### src/rtl/stream_serializer.sv
// Parallel-load, LSB-first serializer feeding a downstream bit-serial FSM.
// Define SERIALIZER_LOOP_EN to repeat the captured pattern until abort/RESET.
module stream_serializer #(
    parameter int WIDTH = 20
) (
    input  logic             CLK,
    input  logic             RESET,
    input  logic             load_valid,
    input  logic [WIDTH-1:0] data_in,
    output logic             load_ready,
    input  logic             hold,
    input  logic             abort,
    output logic             x,
    output logic             x_valid,
    output logic [4:0]       bit_count,
    output logic             done
);

    typedef enum logic [1:0] {IDLE, SHIFT, DONE} state_t;

    state_t           r_state;
    logic [WIDTH-1:0] r_shift;
    logic             r_x;
    logic             r_x_valid;
    logic [4:0]       r_bit_count;
    logic             r_done;
    logic             r_load_ready;
    logic             w_last;

    assign w_last     = (r_bit_count == 5'(WIDTH - 1));
    assign x          = r_x;
    assign x_valid    = r_x_valid;
    assign bit_count  = r_bit_count;
    assign done       = r_done;
    assign load_ready = r_load_ready;

    // r_shift is a rotator: r_shift[0] is always the next bit to emit, and
    // after WIDTH rotations it holds the original pattern again for looping.
    always_ff @(posedge CLK) begin
        if (RESET) begin
            r_state      <= IDLE;
            r_shift      <= '0;
            r_x          <= 1'b0;
            r_x_valid    <= 1'b0;
            r_bit_count  <= 5'd0;
            r_done       <= 1'b0;
            r_load_ready <= 1'b1;
        end else begin
            r_done <= 1'b0;
            case (r_state)
                IDLE: begin
                    if (load_valid) begin
                        r_state      <= SHIFT;
                        r_shift      <= {data_in[0], data_in[WIDTH-1:1]};
                        r_x          <= data_in[0];
                        r_x_valid    <= 1'b1;
                        r_bit_count  <= 5'd0;
                        r_load_ready <= 1'b0;
                    end
                end
                SHIFT: begin
                    if (abort) begin
                        r_state      <= IDLE;
                        r_x          <= 1'b0;
                        r_x_valid    <= 1'b0;
                        r_bit_count  <= 5'd0;
                        r_load_ready <= 1'b1;
                    end else if (!hold) begin
                        if (w_last) begin
`ifdef SERIALIZER_LOOP_EN
                            r_x         <= r_shift[0];
                            r_shift     <= {r_shift[0], r_shift[WIDTH-1:1]};
                            r_bit_count <= 5'd0;
                            r_done      <= 1'b1;
`else
                            r_state     <= DONE;
                            r_x         <= 1'b0;
                            r_x_valid   <= 1'b0;
                            r_bit_count <= 5'd0;
                            r_done      <= 1'b1;
`endif
                        end else begin
                            r_x         <= r_shift[0];
                            r_shift     <= {r_shift[0], r_shift[WIDTH-1:1]};
                            r_bit_count <= r_bit_count + 5'd1;
                        end
                    end
                end
                DONE: begin
                    // abort here lands in the same place as normal exit
                    r_state      <= IDLE;
                    r_x          <= 1'b0;
                    r_x_valid    <= 1'b0;
                    r_bit_count  <= 5'd0;
                    r_load_ready <= 1'b1;
                end
                default: begin
                    r_state      <= IDLE;
                    r_x          <= 1'b0;
                    r_x_valid    <= 1'b0;
                    r_bit_count  <= 5'd0;
                    r_load_ready <= 1'b1;
                end
            endcase
        end
    end

endmodule

### config.mk
export PLATFORM = sky130hd
export DESIGN_NAME = stream_serializer
export DESIGN_NICKNAME = d
export VERILOG_FILES = /design/src/rtl/stream_serializer.sv
export SDC_FILE = /design/constraint.sdc
export NUM_CORES = 1
export LEC_CHECK = 0
export CORE_MARGIN = 1.5
export CORE_UTILIZATION = 23
export CTS_CLUSTER_SIZE = 30
export DETAILED_ROUTE_END_ITERATION = 16
export MAX_ROUTING_LAYER = met4
export SYNTH_ARGS = -nofsm -noshare
export SYNTH_HDL_FRONTEND = slang
export SYNTH_SLANG_ARGS = --single-unit
### constraint.sdc
create_clock -name CLK -period 1.75 [get_ports CLK]
set_input_delay 0.35 -clock CLK [delete_from_list [all_inputs] [get_ports CLK]]
set_output_delay 0.35 -clock CLK [all_outputs]
set_load 0.03 [all_outputs]
# After elaboration in Yosys (flattened, before gate mapping)
# Cells that the tools add are included.
dict set report totals {
  regBits 31
  in_bits 25
  output_inout_bits 9
  elab_cells 54
}
dict set report classes {
  addsub 1
  n_eq_ne 9
  mux 29
  n_bitwise 1
  reduce_logical 7
}
# operator count
set ops {}
lappend ops {{$mux W20} 4}
lappend ops {{$pmux W20 S2} 1}
lappend ops {{$mux W5} 4}
lappend ops {{$mux W1} 11}
lappend ops {{$ne A2 B2 Y1 const B} 5}
lappend ops {{$pmux W5 S2} 1}
lappend ops {{$mux W2} 4}
lappend ops {{$ne A3 B3 Y1 const B} 2}
lappend ops {{$pmux W1 S2} 3}
lappend ops {{$add A5 B1 Y5 const B} 1}
lappend ops {{$eq A5 B5 Y1 const B} 1}
lappend ops {{$reduce_and A5 Y1} 1}
lappend ops {{$pmux W2 S2} 1}
lappend ops {{$reduce_and A2 Y1} 2}
lappend ops {{$reduce_or A4 Y1} 1}
lappend ops {{$reduce_and A3 Y1} 1}
lappend ops {{$eq A2 B1 Y1 const B} 1}
lappend ops {{$logic_not A2 Y1} 1}
lappend ops {{$reduce_bool A2 Y1} 1}
lappend ops {{$not A1 Y1} 1}

# Depth between registers and ports, before layout
dict set report depth {
  depth_word 5
  depth_mapped 6
  depth_no_buf 4
}

# Least setup slack after synthesis
# OpenSTA, ideal clock, no wires.
dict set report synth_timing {
  path_kind {reg2reg}
  from {reg r_bit_count[0] (netlist: bit_count[0])}
  to {reg r_shift[0]}
  setup_ps 121
  arrival_ps 1764
  required_time_ps 1629
  path_slack_ps -135
  path_stages_with_launch 7
  path_buffers 2
  period_less_slack_ps 1885
  path_cell_list {dfxtp_1 ha_1 nand4bb_1 clkbuf_1 a21oi_2 buf_6 mux2_4}
}
dict set report synth_via {
  elab_chain_len 3
}
# item line_no
set synth_lines {}
lappend synth_lines {{from (decl)} 25} ;# logic [4:0] r_bit_count;
lappend synth_lines {{from (signal assigned)} 85} ;# r_bit_count <= r_bit_count + 5'd1;
lappend synth_lines {{$eq A5 B5 Y1} 30} ;# assign w_last = (r_bit_count == 5'(WIDTH - 1));
lappend synth_lines {{$ne A2 B2 Y1 (no line)} --}
lappend synth_lines {{$reduce_and A5 Y1 (no line)} --}
lappend synth_lines {{to (signal assigned)} 54} ;# r_shift <= {data_in[0], data_in[WIDTH-1:1]};
lappend synth_lines {{to (signal assigned)} 84} ;# r_shift <= {r_shift[0], r_shift[WIDTH-1:1]};
lappend synth_lines {{to (decl)} 22} ;# logic [WIDTH-1:0] r_shift;
# No other way between the ends.
# A chain may end at the register's enable or synchronous reset.

# Final worst setup path
dict set report layout_timing {
  from {reg r_bit_count[4] (netlist: bit_count[4])}
  to {out bit_count[4]}
}
# item line_no
set layout_rtl {}
lappend layout_rtl {{to (decl)} 15} ;# output logic [4:0] bit_count,
# No word-level cell between the ends.

==> qor.txt <==
Status - complete, no violations
Top FF cell, synth - dfxtp_1
GPL Wtd Cong - 0.810
Sinks on Clock Net - 31
Largest net degree at the start of global routing - 49
Data arrival, critical path - 1.35 ns
Post-CTS setup buffers - 0
GRT Total Usage - 10.4%
CP Capture Point - bit_count[4]
Reg-to-reg slack, setup - 0.13 ns
Final WS setup - 0.0456 ns
Final setup viols - 0
Critical Path Fanout Max - 4
Antenna violations before repair - 0
Drt first-iter violations - 46
Max Root-Sink Buffers - 2
Die W - 89.4 microns
Global route total overflow - 0
CP Cell Sequence - clkdlybuf4s50_1
YS warnings - 0
H-tree level count - 2
Max_slew headroom - 73.7%
Core Area - 7250 sq um
Reg2Reg Launch Point - bit_count[0]$_SDFFE_PP0P_
Area of the multi-input gates - 1040 sq um
Row count - 31
Port Buffers - 33
Avg Cell Area, Syn - 9.93 sq um
DR WL/cell - 11.8 microns
Vias in the first global route - 1,248
R2r worst-path depth - 5
Synthesized instance count - 173
Crit path capture type - output port
Worst hold path class - reg2reg
Max Clock Skew - 0.00244 ns
Overall Power - 1.68 mW
Static Leakage - 0.935 nW
Starting Density - 23.7%
Reg clk slew, reported paths - 0.06 ns
RSZ-0062 raised after global routing - no
Hold Fails Final Rpt - 0
Vias after detailed routing - 1,337
FF+latch area - 623 sq um
Max VDD drop - 0.243 mV
Async set or reset register ratio after synthesis - 0%
Synthesized Nets - 199
DP Worst Slack - -0.149 ns
CP bufs+invs - 1
Number of synthesized flops with an enable pin - 0
Antenna Nets Post-Route - 0
Crit Path Class - reg2out
Vias/cell - 4.22
MaxCap Viol Count - 0
Crit path depth - 1
Worst slew pin tran - 0.389 ns
Synth top area share - 36.1%
Hold Crit Start - x_valid$_SDFFE_PP0P_
# IOs - 34
Largest cells by area after synthesis - dfxtp_1 (36%), mux2_4 (17%), mux2i_1 (12%)
Pre-antenna DRT Iters - 4
Clk Tree Root Cell - clkbuf_8
CP top delay family - buffers and inverters
TritonCTS clock tree - built
Clk_lat worst skew - 0.29 ns
Seq/Total Area, Yosys - 36.1%
Worst path max stage delay - 0.70 ns
P&R area growth vs syn - 36.1%
Critical Path Start - bit_count[4]$_SDFFE_PP0P_
Dominant cell type by area after synthesis - dfxtp_1
Minimum clock period - 1.70 ns
Worst Path Required - 1.40 ns
NumNets Final - 243
CP Launch Type - flip-flop
Layout cells sized above 1 - 21.6%
Layout fillers - 769
Fmax - 0.587 GHz
CTS buffer count - 5
HPWL after DPL - 2640 microns
Cell variety after synth - 33
Mapped Area - 1720 sq um
First-pass GRT wire length - 5950 microns
Final WL - 3730 microns
Hold depth - 2
Crit-path slowest cell - clkdlybuf4s50_1
Worst reg2reg endpoint - r_shift[0]$_SDFFE_PP0P_
Die area - 8000 sq um
Final period util - 97.4%
Antenna Cells - 0
DRC Markers - 0
Final Max Slew Viols - 0
Vert. Die Dim - 89.4 microns
Yosys reg bits - 31
Power Density - 719 nW/um^2
[placed cells by master (no fill, tap or decap), types with 5 or more instances in the layout]
master / count
nor2b_1: 21
mux2_4: 20
dfxtp_1: 29
buf_4: 13
nand2_1: 5
clkdlybuf4s50_1: 31
nor2_1: 25
clkbuf_8: 5
mux2i_1: 20
[power breakdown]
group          leakage [nW]  total, mW  switching, mW  internal, mW
registers             0.255      0.776         0.0255         0.751
clock network        0.0422      0.549          0.270         0.279
logic                 0.638      0.358          0.144         0.213
[routing by layer]
| metal | up-vias | routed length (microns) | GRT usage (%) |
|---|---|---|---|
| met5 | - | 0 | - |
| met4 | 0 | 74 | 5.45 |
| met3 | 6 | 175 | 3.79 |
| met2 | 28 | 1590 | 15.0 |
| met1 | 612 | 1880 | 12.7 |
| li1 | 691 | - | - |
[final cells by class]
type | count | share of cell area [%]
Multi-Input combinational cell | 129 | 44.4
Sequential cell | 31 | 26.6
Timing Repair Buffer | 48 | 19.9
Tap cell | 99 | 5.30
Clock buffer | 7 | 3.26
Inverter | 2 | 0.321
Clock inverter | 1 | 0.214
[logic make-up (layout without fill, tap and decap cells)]
family                   after synthesis  count (layout)  share of synthesized area [%]
multiplexers                          40              40                           29.1
flip-flops                            31              31                           36.1
AND/OR/NAND/NOR                       70              70                           23.1
adder cells (fa/ha/maj)                1               1                          0.728
AO/OA/AOI/OAI                         18              18                           6.85
buffers and inverters                 13              58                           4.08
[flip-flops by register name, summed over array words and instances (netlist names)]
signal and count:
bit_count 5, done 1, load_ready 1, r_shift 20, r_state 2, x 1, x_valid 1
[stage by stage]
stage                     hold WS, ns  instances  utilization, %  area [sq um]  setup TNS [ns]
after global placement          0.495        309            31.2          2260           -3.55
final                           0.497        317            32.2          2340               0
after global routing            0.538        317            32.2          2340               0
after floorplan                 0.484        173               -          1720               0
after detailed placement        0.497        309            31.2          2260           -3.38
after CTS                       0.506        317            32.2          2340               0
[how the worst min path moves through the flow]
stage	end	slack [ns]
finish	x_valid$_SDFFE_PP0P_	0.50
global route	bit_count[4]$_SDFFE_PP0P_	0.54
CTS	x_valid$_SDFFE_PP0P_	0.51
detailed placement	x_valid$_SDFFE_PP0P_	0.50
global placement	bit_count[0]$_SDFFE_PP0P_	0.49
floorplan	load_ready$_SDFFE_PP1P_	0.48
[cell usage after synthesis (3+ instances only)]
library cell  count
o21ai_0           4
nor3_1            3
nor2b_1          21
nand2_1           5
a21oi_1           4
dfxtp_1          31
nor2_1           25
clkbuf_1          6
nand3_1           4
mux2_4           20
mux2i_1          20
[what timing repair did]
action | in CTS | in global routing
endpoints found under the setup margin | 2 | 0
hold buffers | 0 | 0
gates resized for setup | 2 | 0
No activity file was read; power rests on OpenSTA's default activity.
